[config.mk]
export PLATFORM = sky130hd
export DESIGN_NAME = dcache_miss_ctrl
export DESIGN_NICKNAME = d
export VERILOG_FILES = /design/src/rtl/dcache_miss_ctrl.sv
export SDC_FILE = /design/constraint.sdc
export NUM_CORES = 1
export LEC_CHECK = 0
export BUFFER_PORTS_ARGS = -buffer_cell sky130_fd_sc_hd__buf_2
export CELL_PAD_IN_SITES_DETAIL_PLACEMENT = 0
export CELL_PAD_IN_SITES_GLOBAL_PLACEMENT = 2
export CORE_AREA = 5 5 497 499
export CTS_CLUSTER_SIZE = 24
export DETAILED_ROUTE_END_ITERATION = 12
export DIE_AREA = 0 0 502 504
export PLACE_DENSITY_LB_ADDON = 0.15
export SKIP_LAST_GASP = 1
export SLEW_MARGIN = 15
export SYNTH_ARGS = -nofsm -noshare
export SYNTH_HDL_FRONTEND = slang
export SYNTH_SLANG_ARGS = --single-unit
[constraint.sdc]
create_clock -name i_clk -period 48.4 [get_ports i_clk]
set_input_delay 2.42 -clock i_clk [delete_from_list [all_inputs] [get_ports i_clk]]
set_output_delay 2.42 -clock i_clk [all_outputs]
set_load 0.005 [all_outputs]
[src/rtl/dcache_miss_ctrl.sv]
// Data-cache miss handler: stalls the pipeline, writes back a dirty victim, refills the
// missing block over the AXI block interface, and counts misses and writebacks.
module dcache_miss_ctrl #(
  parameter int unsigned ADDR_WIDTH  = 64,
  parameter int unsigned BLOCK_WIDTH = 512,
  parameter int unsigned CNT_WIDTH   = 32
) (
  input  logic                   i_clk,
  input  logic                   i_arst,
  input  logic                   i_mem_access,
  input  logic                   i_dcache_hit,
  input  logic                   i_dcache_dirty,
  input  logic [ADDR_WIDTH-1:0]  i_addr,
  input  logic [ADDR_WIDTH-1:0]  i_addr_wb,
  input  logic                   i_axi_wr_ack,
  input  logic                   i_axi_wr_done,
  input  logic                   i_axi_rd_ack,
  input  logic                   i_axi_rd_done,
  input  logic [BLOCK_WIDTH-1:0] i_axi_rd_block,
  output logic                   o_stall_mem,
  output logic                   o_axi_wr_req,
  output logic                   o_axi_rd_req,
  output logic [ADDR_WIDTH-1:0]  o_axi_addr,
  output logic                   o_block_we,
  output logic [BLOCK_WIDTH-1:0] o_data_block,
  output logic [CNT_WIDTH-1:0]   o_miss_cnt,
  output logic [CNT_WIDTH-1:0]   o_wb_cnt
);

  typedef enum logic [2:0] {
    S_IDLE,
    S_WB_REQ,
    S_WB_WAIT,
    S_RD_REQ,
    S_RD_WAIT,
    S_FILL
  } state_t;

  // Clears the byte-offset bits so the refill address is block-aligned.
  localparam logic [ADDR_WIDTH-1:0] OFS_MASK = ~ADDR_WIDTH'(BLOCK_WIDTH / 8 - 1);

  state_t                 r_state;
  state_t                 w_state_nx;
  logic [ADDR_WIDTH-1:0]  r_rd_addr;
  logic [ADDR_WIDTH-1:0]  r_wb_addr;
  logic [BLOCK_WIDTH-1:0] r_data_block;
  logic [CNT_WIDTH-1:0]   r_miss_cnt;
  logic [CNT_WIDTH-1:0]   r_wb_cnt;

  logic                   w_miss;
  logic                   w_take_miss;
  logic                   w_take_wb;
  logic                   w_capture;
  logic                   w_wr_req;
  logic                   w_rd_req;
  logic                   w_block_we;
  logic [ADDR_WIDTH-1:0]  w_axi_addr;

  assign w_miss = i_mem_access & ~i_dcache_hit;

  always_ff @(posedge i_clk or posedge i_arst) begin
    if (i_arst) r_state <= S_IDLE;
    else        r_state <= w_state_nx;
  end

  always_comb begin
    w_state_nx  = r_state;
    w_take_miss = 1'b0;
    w_take_wb   = 1'b0;
    w_capture   = 1'b0;
    w_wr_req    = 1'b0;
    w_rd_req    = 1'b0;
    w_block_we  = 1'b0;
    w_axi_addr  = '0;
    case (r_state)
      S_IDLE: begin
        if (w_miss) begin
          w_take_miss = 1'b1;
          if (i_dcache_dirty) begin
            w_take_wb  = 1'b1;
            w_state_nx = S_WB_REQ;
          end else begin
            w_state_nx = S_RD_REQ;
          end
        end
      end
      S_WB_REQ: begin
        w_wr_req   = 1'b1;
        w_axi_addr = r_wb_addr;
        if (i_axi_wr_ack) w_state_nx = S_WB_WAIT;
      end
      S_WB_WAIT: begin
        if (i_axi_wr_done) w_state_nx = S_RD_REQ;
      end
      S_RD_REQ: begin
        w_rd_req   = 1'b1;
        w_axi_addr = r_rd_addr;
        if (i_axi_rd_ack) w_state_nx = S_RD_WAIT;
      end
      S_RD_WAIT: begin
        if (i_axi_rd_done) begin
          w_capture  = 1'b1;
          w_state_nx = S_FILL;
        end
      end
      S_FILL: begin
        w_block_we = 1'b1;
        w_state_nx = S_IDLE;
      end
      default: w_state_nx = S_IDLE;
    endcase
  end

  always_ff @(posedge i_clk or posedge i_arst) begin
    if (i_arst) begin
      r_rd_addr    <= '0;
      r_wb_addr    <= '0;
      r_data_block <= '0;
      r_miss_cnt   <= '0;
      r_wb_cnt     <= '0;
    end else begin
      if (w_take_miss) begin
        r_rd_addr  <= i_addr & OFS_MASK;
        r_wb_addr  <= i_addr_wb;
        r_miss_cnt <= r_miss_cnt + CNT_WIDTH'(1);
      end
      if (w_take_wb) r_wb_cnt <= r_wb_cnt + CNT_WIDTH'(1);
      if (w_capture) r_data_block <= i_axi_rd_block;
    end
  end

  // Stall is raised combinationally in the miss cycle itself so the access never slips past.
  assign o_stall_mem  = (r_state == S_IDLE) ? w_miss : 1'b1;
  assign o_axi_wr_req = w_wr_req;
  assign o_axi_rd_req = w_rd_req;
  assign o_axi_addr   = w_axi_addr;
  assign o_block_we   = w_block_we;
  assign o_data_block = r_data_block;
  assign o_miss_cnt   = r_miss_cnt;
  assign o_wb_cnt     = r_wb_cnt;

endmodule
After elaboration in Yosys (flattened, before gate mapping):

Index checks and enable logic that the tools add are counted.
Widths: inputs -> output; s select.

* register bits: 701
* input bits: 649
* output and inout bits: 644
* word-level logic and storage cells: 41

* equality and inequality tests: 10
* $add $sub $neg: 2
* reductions and logical operators: 2
* muxes and demuxes: 19
* bitwise operators: 2

Operator list (number)
* $pmux 64 s2: 1
* $add 32x1->32 const B: 2
* $mux 3: 5
* $pmux 3 s5: 1
* $mux 1: 11
* $ne 2x2->1 const B: 5
* $eq 3x2->1 const B: 2
* $eq 3x3->1 const B: 2
* $reduce_and 5->1: 1
* $eq 3x1->1 const B: 1
* $logic_not 3->1: 1
* $mux 2: 1
* $and 1x1->1: 1
* $not 1->1: 1

Logic depth before layout (Yosys ltp):

Gate-level depths: netlist of the first run.

* depth in word-level cells: 4
* mapped depth: 9
* mapped depth without buffers: 5

Worst setup path after synthesis of the first run:

OpenSTA, ideal clock, no wires.

* path kind: input -> output
* start: in i_dcache_hit
* end: out o_stall_mem
* cell stages on the path: 2
* path buffers: 0
* arrival: 2692 ps
* data required time: 45980 ps
* path slack: 43288 ps
* cells stage by stage: nand2b_1 > nand2b_1

* word-level cells in the longest chain between the ends: 3

Ends and longest elaborated chain
* start, declared: RTL line 11 `input logic i_dcache_hit,`
* $not 1->1: RTL line 59 `assign w_miss = i_mem_access & ~i_dcache_hit;`
* $and 1x1->1: RTL line 59
* $mux 1: RTL line 133 `assign o_stall_mem = (r_state == S_IDLE) ? w_miss : 1'b1;`
* end, declared: RTL line 20 `output logic o_stall_mem,`

Every way passes these cells.

Worst setup path in the final report of the first run:

* start: in i_axi_rd_done
* end: reg r_data_block[220], in the netlist o_data_block[220]

* word-level cells in the longest chain between the ends: 2

Ends and longest elaborated chain
* start, declared: RTL line 18 `input logic i_axi_rd_done,`
* $mux 1: RTL line 101 `if (i_axi_rd_done) begin`
* $mux 1: RTL line 75 `case (r_state)`
* end signal, assigned: RTL line 128 `if (w_capture) r_data_block <= i_axi_rd_block;`
* end, declared: RTL line 46 `logic [BLOCK_WIDTH-1:0] r_data_block;`

Every way passes these cells.
A chain may end at the register's enable or synchronous reset.

==> results of run 1 <==
-- worst reg2reg max path: cells and delay by family (launching register included) --
family | cells | cell delay, ps
DFF | 1 | 490
and+or+nand+nor | 2 | 480
buffers and inverters | 6 | 4040
muxes | 1 | 490
-- worst max path at each step --
stage,cells after the start,endpoint,startpoint
floorplan,1,o_data_block[0]$_DFFE_PP0P_,i_arst
global placement,9,o_data_block[267]$_DFFE_PP0P_,i_axi_rd_done
detailed placement,9,o_data_block[203]$_DFFE_PP0P_,i_axi_rd_done
CTS,9,o_data_block[208]$_DFFE_PP0P_,i_axi_rd_done
global route,9,o_data_block[261]$_DFFE_PP0P_,i_axi_rd_done
finish,9,o_data_block[220]$_DFFE_PP0P_,i_axi_rd_done
-- power by group through the flow --
stage | clock (mW) | combinational (mW) | sequential (mW)
2_1_floorplan | 0 | 0.339 | 1.01
3_3_place_gp | 0 | 0.940 | 1.00
3_5_place_dp | 0 | 0.934 | 1.01
4_1_cts | 0.802 | 0.937 | 1.00
5_1_grt | 0.817 | 0.968 | 1.03
6_report | 0.757 | 0.884 | 0.995
-- cells in the mapped netlist (2+ instances only) --
| library cell | instances | area, um^2 |
|---|---|---|
| a21oi_1 | 3 | 15.0 |
| a22o_1 | 58 | 508 |
| and2_1 | 6 | 37.5 |
| and3_1 | 4 | 25.0 |
| buf_1 | 5 | 18.8 |
| buf_2 | 54 | 270 |
| buf_6 | 3 | 33.8 |
| clkbuf_1 | 46 | 173 |
| dfrtp_1 | 701 | 17500 |
| ha_1 | 2 | 25.0 |
| inv_1 | 6 | 22.5 |
| mux2_2 | 514 | 5790 |
| nand2_1 | 401 | 1510 |
| nand2b_1 | 3 | 18.8 |
| nand3_1 | 15 | 75.1 |
| nand3b_1 | 3 | 22.5 |
| nand4_1 | 24 | 150 |
| nor2_1 | 20 | 75.1 |
| nor3_1 | 13 | 65.1 |
| nor3_2 | 3 | 30.0 |
| nor3b_1 | 4 | 30.0 |
| nor4_1 | 11 | 68.8 |
| nor4_4 | 2 | 42.5 |
| nor4b_1 | 2 | 17.5 |
| o21ai_0 | 3 | 15.0 |
| or2_2 | 2 | 12.5 |
| or3_1 | 4 | 25.0 |
| or4_1 | 3 | 22.5 |
| xnor2_1 | 30 | 263 |
| xor2_1 | 32 | 280 |
-- kinds of logic (layout without fill, tap and decap cells) --
family                     after synthesis  after routing  synth area share, %
and+or+nand+nor                        527            527                 8.41
xor gates and xnor gates                62             62                 1.99
DFF                                    701            701                 64.3
adders and majority gates                2              2               0.0917
buffers and inverters                  115           1508                 1.91
muxes                                  515            515                 21.3
AOI/OAI and AO/OA                       65             65                 2.00
other                                    0             45                    0
-- routing by layer --
layer / vias up / track usage (%)
met5: - / 0
met1: 10600 / 12.5
li1: 9523 / -
met4: 146 / 3.56
met3: 326 / 7.61
met2: 1025 / 21.5
-- through the flow --
step | instances | util [%] | cell area, um^2 | hold slack, ps
final | 6627 | 16.9 | 41000 | 464
after global routing | 6587 | 16.9 | 40900 | 484
after CTS | 6582 | 16.9 | 40900 | 471
after detailed placement | 6398 | 15.5 | 37500 | 457
after global placement | 6398 | 15.5 | 37500 | 457
after floorplan | 1987 | - | 27300 | 437
-- layout make-up --
class | count | area [um^2] | share of cell area (%)
Antenna cell | 45 | 113 | 0.275
Clock buffer | 163 | 3040 | 7.42
Clock inverter | 21 | 309 | 0.754
Inverter | 7 | 33.8 | 0.0824
Multi-Input combinational cell | 1171 | 9240 | 22.6
Sequential cell | 701 | 17500 | 42.8
Tap cell | 3202 | 4010 | 9.78
Timing Repair Buffer | 1317 | 6690 | 16.3
-- state kept, by name (all words and copies together) (netlist names) --
register      cells
r_state           3
o_wb_cnt         32
r_wb_addr        64
r_rd_addr        58
o_miss_cnt       32
o_data_block    512
==> metrics.txt, run 1 <==
Slew headroom=32.4%; worst-path cell chain=buf_2, nor3b_2, buf_4, buf_4, buf_4, buf_4, buf_4, buf_4, mux2_2; Tot Pwr=2.64 mW; Avg WL per Cell=24.6 um; synthesized area=between 0.02 and 0.03 mm^2; Core Region=around 0.24 mm^2; H-Tree Level Count=3; R2R depth=9; largest net degree at the start of global routing=116; hold path depth=1; Peak VDD IR=0.0000241 V; GR Util All Layers=12.5%; maxcap violations=0; Worst-path clk slew=60 ps; flop2flop setup slack=42760 ps; drt total wl=163000 um; Sw Ratio=35.3%; crit path kind=in2reg; fmax=0.151 GHz; Critical Path RT=48990 ps; Synth Warn #=0; Setup TNS=0 ps; Internal Pwr Total=1.71 mW; Top FF cell, synth=dfrtp_1; Hold Path Sink=o_wb_cnt[31]$_DFFE_PP0P_; HP Class=reg2reg; clock latency on the worst-skew pair=approximately 700 ps; clk sinks=701; io pins=about 1300; Critical Path Start Type=input port; slowest CP cell=buf_4; Syn Inst Count=slightly below 2000; Mapped Nets=2638; top layer in use=met5; Net Switching=about 930 uW; TritonCTS buffer count=100; sequential area share after synthesis=between 60% and 70%; number of port buffers=1286; asr flop ratio synth=100%; Final Hold Fails=0; Slew @ Worst Pin=1000 ps; die height=504 um; RSZ-0062 raised after global routing=false; RR Endpoint=o_data_block[220]$_DFFE_PP0P_; vias per cell=3.26; Reg power frac=37.7%; DR DRC count=0; Max FO, Critical Path=55; commonest non-fill, non-tap cell in the layout=buf_2; Initial Utilization=11.3%; CTS root buffer=clkbuf_16; post-CTS sizing=0; count of state elements after synthesis=701; Clock Power Share=between 20% and 30%; Data arrival, critical path=a little over 7000 ps; critical path's largest stage delay=between 700 and 800 ps; wl on met1=56400 um; Post-CTS Hold Fix Bufs=0; Worst Path Buf+Inv=7; post-layout min period=between 6000 and 7000 ps; commonest non-fill, non-tap cells in the layout=1286 x buf_2, 701 x dfrtp_1, 514 x mux2_2, 401 x nand2_1, 101 x clkbuf_16; Final ANT Viol Nets=0; GRT overflow=0; initial DRC count=~780; Final setup viols=0; Slew Viols, Final=0; top cell family by delay on the critical path=buffers and inverters; die area=0.253 mm^2; wire length on met2=79300 um; initial antenna violation count=174; setup bufs post-CTS=0; number of global-route vias before repair=23100; first-pass GRT wire length=216000 um; filler instances=27100; final net count=3949; clk buf depth=3; met3 wire length=21800 um; Combinational Power Share=33.5%; syn_area_per_cell=13.7 um^2; share of layout cells above drive strength 1=about three fifths; Tcrit/Tclk final=13.7%; CP most frequent cell=buf_4; P per Cell Area=64.4 mW/mm^2; Row Count=181; static leakage=19.4 nW; Final Skew=26.0 ps; vias=around 22000; Final WS setup=41760 ps; worst hold start=o_wb_cnt[31]$_DFFE_PP0P_; Die W=502 um; Worst setup EP type=flop; Initial DRT Pass Iterations=4; Area growth syn-to-layout=50.3%; Synth cell types=40; GPL Wtd Cong=0.758; EDFF count, synth=0; DP HPWL=130000 um; pre-CTS WS=a little over 40000 ps; Reg2Reg Launch Point=r_state[1]$_DFFE_PP0P_; CTS tree=yes; status=complete, no violations
(Power assumes the default switching activity.)
==> inputs of run 2 (changes only) <==
--- a/config.mk
+++ b/config.mk
@@ -8,10 +8,10 @@
 export BUFFER_PORTS_ARGS = -buffer_cell sky130_fd_sc_hd__buf_2
 export CELL_PAD_IN_SITES_DETAIL_PLACEMENT = 0
 export CELL_PAD_IN_SITES_GLOBAL_PLACEMENT = 2
-export CORE_AREA = 5 5 497 499
+export CORE_AREA = 5 5 499 501
 export CTS_CLUSTER_SIZE = 24
 export DETAILED_ROUTE_END_ITERATION = 12
-export DIE_AREA = 0 0 502 504
+export DIE_AREA = 0 0 504 506
 export PLACE_DENSITY_LB_ADDON = 0.15
 export SKIP_LAST_GASP = 1
 export SLEW_MARGIN = 15
==> constraint.sdc (replaced) <==
create_clock -name i_clk -period 6.5 [get_ports i_clk]
set_input_delay 0.325 -clock i_clk [delete_from_list [all_inputs] [get_ports i_clk]]
set_output_delay 0.325 -clock i_clk [all_outputs]
set_load 0.005 [all_outputs]
==> run 2 against run 1 <==
Against the previous run: count of clock-buffer cells in the layout is 21 lower; clock skew is 12 ps higher; routed wire length is 0.73% higher; combinational power grew to 7.8 times the previous value; hold slack worse by 220 ps; setup slack worse by 39000 ps; final area is 16% higher; core utilization is 2.5 points higher; flip-flop and latch count stayed put; final cell count is 9.7% higher; global-route usage hardly changed; critical endpoint is now o_axi_addr[52]; highest routed layer unchanged.
==> metrics.txt, run 2 (synthesis results as in run 1) <==
status=complete, no violations; vias=23600; Tcrit/Tclk final=54.9%; top cell family by delay on the critical path=buffers and inverters; die height=506 um; CP most frequent cell=buf_4; grt met1 use=14.2%; Initial DRT Pass Iterations=4; DR DRC count=0; DP HPWL=128000 um; GRT overflow=0; Area growth syn-to-layout=74.3%; number of port buffers=1286; GR Util met3=5.24%; Initial Utilization=11.2%; number of global-route vias before repair=25900; slowest CP cell=dfrtp_1; initial DRC count=between 700 and 800; Worst setup EP type=output pin; GPL Wtd Cong=0.770; worst hold slack=240 ps; io pins=approximately 1300; worst-path cell chain=inv_1, nor3b_2, buf_4, buf_4, a22o_1, buf_2; largest net degree at the start of global routing=131; H-Tree Level Count=3; post-layout min period=3570 ps; Max FO, Critical Path=33; CTS root buffer=clkbuf_16; clk sinks=701; CTS tree=yes; fmax=0.280 GHz; Die W=between 500 and 600 um; Final Skew=38.4 ps; HP Class=in2reg; Slew @ Worst Pin=1020 ps; P per Cell Area=around 420 mW/mm^2; Slew Viols, Final=0; drt total wl=164000 um; placed insts=approximately 6400; Core Region=0.244 mm^2; Critical Path Start Type=flop; Post-Place Cell Area=0.0376 mm^2; post-CTS sizing=0; Data arrival, critical path=about 3300 ps; critical path's largest stage delay=580 ps; commonest non-fill, non-tap cells in the layout=1286 x buf_2, 701 x dfrtp_1, 638 x dlygate4sd3_1, 514 x mux2_2, 401 x nand2_1; maxcap violations=0; Final setup viols=0; RSZ-0062 raised after global routing=false; commonest non-fill, non-tap cell in the layout=buf_2; static leakage=22.1 nW; initial antenna violation count=85; TritonCTS buffer count=103; Critical Path RT=6170 ps; vias per cell=3.24; Final Hold Fails=0; GR Util All Layers=around 12%; Worst Path Buf+Inv=4; crit path kind=reg2out; met2 Usage GRT=between 20% and 30%; Peak VDD IR=0.000203 V; Row Count=182; Top Usage Layer GRT=met2; share of layout cells above drive strength 1=50.0%; die area=0.255 mm^2; Slew headroom=31.1%; Worst-path clk slew=60 ps; Final ANT Viol Nets=0; Tot Pwr=between 20 and 25 mW; Final Cell Area=0.0475 mm^2; max reg flops=512; first-pass GRT wire length=between 200000 and 250000 um; final net count=4583; clock latency on the worst-skew pair=720 ps; clk buf depth=3; Avg WL per Cell=~23 um; Post-Layout Cell Count=7270; Final WS setup=about 2900 ps; pre-CTS WS=3520 ps
## run 2: cell types whose count changed in the layout (fill, tap and decap cells not counted), moves of 2 or more
cell           delta
dlygate4sd3_1   +638
buf_4            -17
clkbuf_1         -16
buf_12           +10
clkinv_2         +10
clkbuf_8          -8
bufinv_16         +4
clkbuf_16         +3
clkinv_4          +2
clkinvlp_4        +2
diode_2           -2
## run 2: timing repair
| item | 4_1_cts | 5_1_grt |
|---|---|---|
| hold buffers | 638 | 0 |
| hold endpoints to repair | 659 | 0 |
| setup buffers | 0 | 0 |
## run 2: final timing paths
kind	to	cells past startpoint	slack (ps)	start
setup / recovery	o_axi_addr[52]	6	2930	r_state[0]$_DFFE_PP0P_
min in group asynchronous	o_data_block[196]$_DFFE_PP0P_	3	290	i_arst
max in group asynchronous	o_data_block[428]$_DFFE_PP0P_	5	4580	i_arst
hold / removal	r_state[0]$_DFFE_PP0P_	5	240	i_axi_wr_ack
setup reg to reg	o_data_block[239]$_DFFE_PP0P_	5	3510	r_state[1]$_DFFE_PP0P_
hold reg to reg	o_wb_cnt[31]$_DFFE_PP0P_	1	460	o_wb_cnt[31]$_DFFE_PP0P_
## run 2: layer usage
metal	vias to the layer above	part of all wire, %
met5	-	0.24
met4	64	2.5
met3	219	9.0
met2	948	49
met1	11600	40
li1	10800	-
## run 2: cell type report
class	instances	area (um^2)
fill	27100	197000
sequential	701	17500
timing repair buffer	1948	13200
multi-input combinational	1171	9250
tap	3220	4030
clock buffer	142	2950
clock inverter	38	483
antenna	43	108
inverter	7	30.0
## run 2: where the power goes
group	switching [mW]	total (mW)	leakage (nW)	internal, mW
Sequential	1.09	7.45	8.55	6.36
Clock	2.38	5.81	1.69	3.43
Combinational	3.56	6.86	11.9	3.30
Total	7.02	20.1	22.1	13.1
## run 2: worst reg2reg max path: stages (launching register included)
cell	delay [ps]
dfrtp_1	490
nand2b_1	240
nor3b_2	320
buf_12	340
buf_12	680
mux2_2	770
## run 2: metrics by stage
stage                     TNS [ps]  utilization, %
after floorplan           -2398100               -
after global placement           0            15.4
after detailed placement         0            15.4
after CTS                        0            19.4
after global routing             0            19.4
final                            0            19.5
==> inputs of run 3 (changes only) <==
--- a/config.mk
+++ b/config.mk
@@ -5,13 +5,14 @@
 export SDC_FILE = /design/constraint.sdc
 export NUM_CORES = 1
 export LEC_CHECK = 0
+export ABC_AREA = 1
 export BUFFER_PORTS_ARGS = -buffer_cell sky130_fd_sc_hd__buf_2
 export CELL_PAD_IN_SITES_DETAIL_PLACEMENT = 0
 export CELL_PAD_IN_SITES_GLOBAL_PLACEMENT = 2
-export CORE_AREA = 5 5 499 501
+export CORE_AREA = 5 5 502 504
 export CTS_CLUSTER_SIZE = 24
 export DETAILED_ROUTE_END_ITERATION = 12
-export DIE_AREA = 0 0 504 506
+export DIE_AREA = 0 0 507 509
 export PLACE_DENSITY_LB_ADDON = 0.15
 export SKIP_LAST_GASP = 1
 export SLEW_MARGIN = 15
==> constraint.sdc (replaced) <==
create_clock -name i_clk -period 3 [get_ports i_clk]
set_input_delay 0.15 -clock i_clk [delete_from_list [all_inputs] [get_ports i_clk]]
set_output_delay 0.15 -clock i_clk [all_outputs]
set_load 0.005 [all_outputs]
==> run 3 against run 2 <==
Against the previous run: final cell count increased by 4.1%; area after synthesis increased by 2.5%; via count increased by 4.5%; die area increased by 1.2%; power increased by 110%; clock skew increased by 55 ps; critical endpoint is now o_axi_addr[48].
==> metrics.txt, run 3 <==
Clock Power Share=29.1%; Internal Pwr Total=26.0 mW; die area=0.258 mm^2; GRT overflow=0; Worst setup EP type=output pin; RSZ-0062 raised after global routing=false; CTS tree=yes; initial antenna violation count=55; TritonCTS buffer count=101; Data arrival, critical path=2450 ps; Row Count=183; initial DRC count=964; Final Hold Fails=0; Sw Ratio=36.9%; P per Cell Area=853 mW/mm^2; commonest non-fill, non-tap cells in the layout=1286 x buf_2, 701 x dfrtp_1, 647 x dlygate4sd3_1, 535 x nand2_1, 480 x mux2_1; slowest CP cell=dfrtp_1; share of layout cells above drive strength 1=35.6%; Hold Path Sink=o_data_block[283]$_DFFE_PP0P_; placed insts=6715; Final ANT Viol Nets=0; Combinational Power Share=~34%; DP HPWL=146000 um; Tcrit/Tclk final=between 80 and 90%; Critical Path Start Type=flop; number of global-route vias before repair=27000; Area growth syn-to-layout=73.1%; Critical Path RT=2850 ps; Reg2Reg Launch Point=r_state[2]$_DFFE_PP0P_; Syn Inst Count=roughly 2200; critical path's largest stage delay=about 540 ps; crit path kind=reg2out; leading area contributor after synthesis=dfrtp_1; EDFF count, synth=0; status=complete, no violations; Max FO, Critical Path=36; vias per cell=3.25; GR Util All Layers=13.6%; static leakage=23.8 nW; Mapped Nets=2888; clk buf depth=3; filler instances=between 20000 and 30000; final net count=around 4900; setup bufs post-CTS=0; io pins=1293; Die W=507 um; Reg power frac=37.2%; vias=24600; Synth cell types=25; R2R depth=9; worst hold slack=128 ps; hold path depth=3; Worst-path clk slew=~60 ps; Final Skew=approximately 93 ps; Commonest cells post-synth=701 x dfrtp_1, 536 x nand2_1, 480 x mux2_1; maxcap violations=0; Synth Warn #=0; Peak VDD IR=0.000475 V; Slew Viols, Final=0; clock latency on the worst-skew pair=~770 ps; first-pass GRT wire length=about 240000 um; commonest non-fill, non-tap cell in the layout=buf_2; count leader, synth=dfrtp_1; Top FF cell, synth=dfrtp_1; Slew @ Worst Pin=1090 ps; synthesized area=0.0280 mm^2; Post-Layout Cell Count=about 7600; worst hold start=i_axi_rd_block[283]; count of state elements after synthesis=~700; flop2flop setup slack=a little under 600 ps; die height=509 um; asr flop ratio synth=100%; Slew headroom=27.2%; Initial DRT Pass Iterations=5; clk sinks=around 700; HP Class=in2reg; number of port buffers=1286; post-layout min period=2600 ps; max reg flops=512; Area contributors post-synth=dfrtp_1 63%, mux2_1 19%, nand2_1 7.2%; Net Switching=15.2 mW; Initial Utilization=approximately 11%; fmax=between 0.3 and 0.4 GHz; drt total wl=181000 um; DR DRC count=0; worst-path cell chain=nor2_1, nand2_4, clkinv_1, buf_12, a22o_1, buf_2; GPL Wtd Cong=between 0.8 and 0.9; H-Tree Level Count=3; syn_area_per_cell=12.5 um^2; CTS root buffer=clkbuf_16; top cell type's share of synthesized area=around 63%; RR Endpoint=r_state[0]$_DFFE_PP0P_; Avg WL per Cell=23.9 um; sequential area share after synthesis=62.8%; largest net degree at the start of global routing=121; Final setup viols=0; Core Region=0.247 mm^2
[run 3: changes by cell type in the layout (fill, tap and decap cells not counted), moves of 18 or more]
cell and change:
mux2_2 -482, mux2_1 +480, nand2_1 +134, nor2_1 +82, inv_1 +77, o21ai_0 +49
buf_4 +24, xnor2_1 -24, a22o_1 -23, nand3_1 +18, nand3b_1 +18
[run 3: routing by layer]
metal / global-route usage, % / up-vias / wire length [um] / share of wire (%)
li1: - / 11500 / - / -
met1: 15.8 / 12100 / 72800 / 40
met2: 24.3 / 863 / 90900 / 50
met3: 4.48 / 185 / 13900 / 7.7
met4: 2.67 / 10 / 3040 / 1.7
met5: 0 / - / 69 / 0.038
[run 3: stage by stage]
stage / setup slack [ps] / util, % / cell area (um^2) / power (mW) / TNS, ps
floorplan: -6750 / - / 28000 / 19.8 / -4728920
global placement: 642 / 15.6 / 38600 / 29.4 / 0
detailed placement: 650 / 15.6 / 38600 / 29.4 / 0
CTS: 170 / 19.5 / 48300 / 42.9 / 0
global route: 164 / 19.6 / 48400 / 44.1 / 0
finish: 400 / 19.6 / 48400 / 41.3 / 0
[run 3: layout make-up]
| cell class | instances | area, um^2 | area share (%) |
|---|---|---|---|
| clock buffer | 146 | 2880 | 5.94 |
| tap | 3237 | 4050 | 8.37 |
| multi-input combinational | 1350 | 9540 | 19.7 |
| sequential | 701 | 17500 | 36.3 |
| timing repair buffer | 1989 | 13600 | 28.1 |
| antenna | 30 | 75.1 | 0.155 |
| clock inverter | 30 | 390 | 0.807 |
| inverter | 85 | 328 | 0.677 |
[run 3: worst max-delay path: cells and delay by family, from the launching register on]
family | cells | cell delay (ps)
simple gates | 2 | 400
buf+inv | 3 | 540
flops | 1 | 540
compound gates | 1 | 210
[run 3: power groups by stage]
stage / Combinational [mW] / Sequential (mW) / Clock [mW]
detailed placement: 13.8 / 15.6 / 0
CTS: 14.8 / 15.4 / 12.7
global route: 15.2 / 15.9 / 13.0
floorplan: 4.20 / 15.6 / 0
global placement: 13.9 / 15.5 / 0
finish: 13.9 / 15.4 / 12.0
[run 3: worst max-delay path by stage]
stage / from / endpoint / slack, ps
finish: r_state[2]$_DFFE_PP0P_ / o_axi_addr[48] / 400
global route: r_state[2]$_DFFE_PP0P_ / o_axi_addr[49] / 160
CTS: r_state[2]$_DFFE_PP0P_ / o_axi_addr[48] / 170
detailed placement: r_state[2]$_DFFE_PP0P_ / o_data_block[166]$_DFFE_PP0P_ / 650
global placement: r_state[2]$_DFFE_PP0P_ / o_data_block[183]$_DFFE_PP0P_ / 640
floorplan: i_arst / o_data_block[0]$_DFFE_PP0P_ / -6750
[run 3: cell families (layout without fill, tap and decap cells)]
family	count (synthesis)	after routing	share of synthesized area [%]
AOI/OAI and AO/OA	90	90	2.08
xor gates and xnor gates	30	30	0.940
buffers and inverters	186	2250	3.22
other	0	30	0
and+or+nand+nor	716	716	10.3
DFF	701	701	62.8
muxes	512	512	20.6
adders and majority gates	2	2	0.0895
[run 3: repair_timing]
item / 4_1_cts / 5_1_grt
setup endpoints to repair: 37 / 0
resized for setup: 2 / 0
hold buffers: 647 / 0
hold endpoints to repair: 1005 / 0
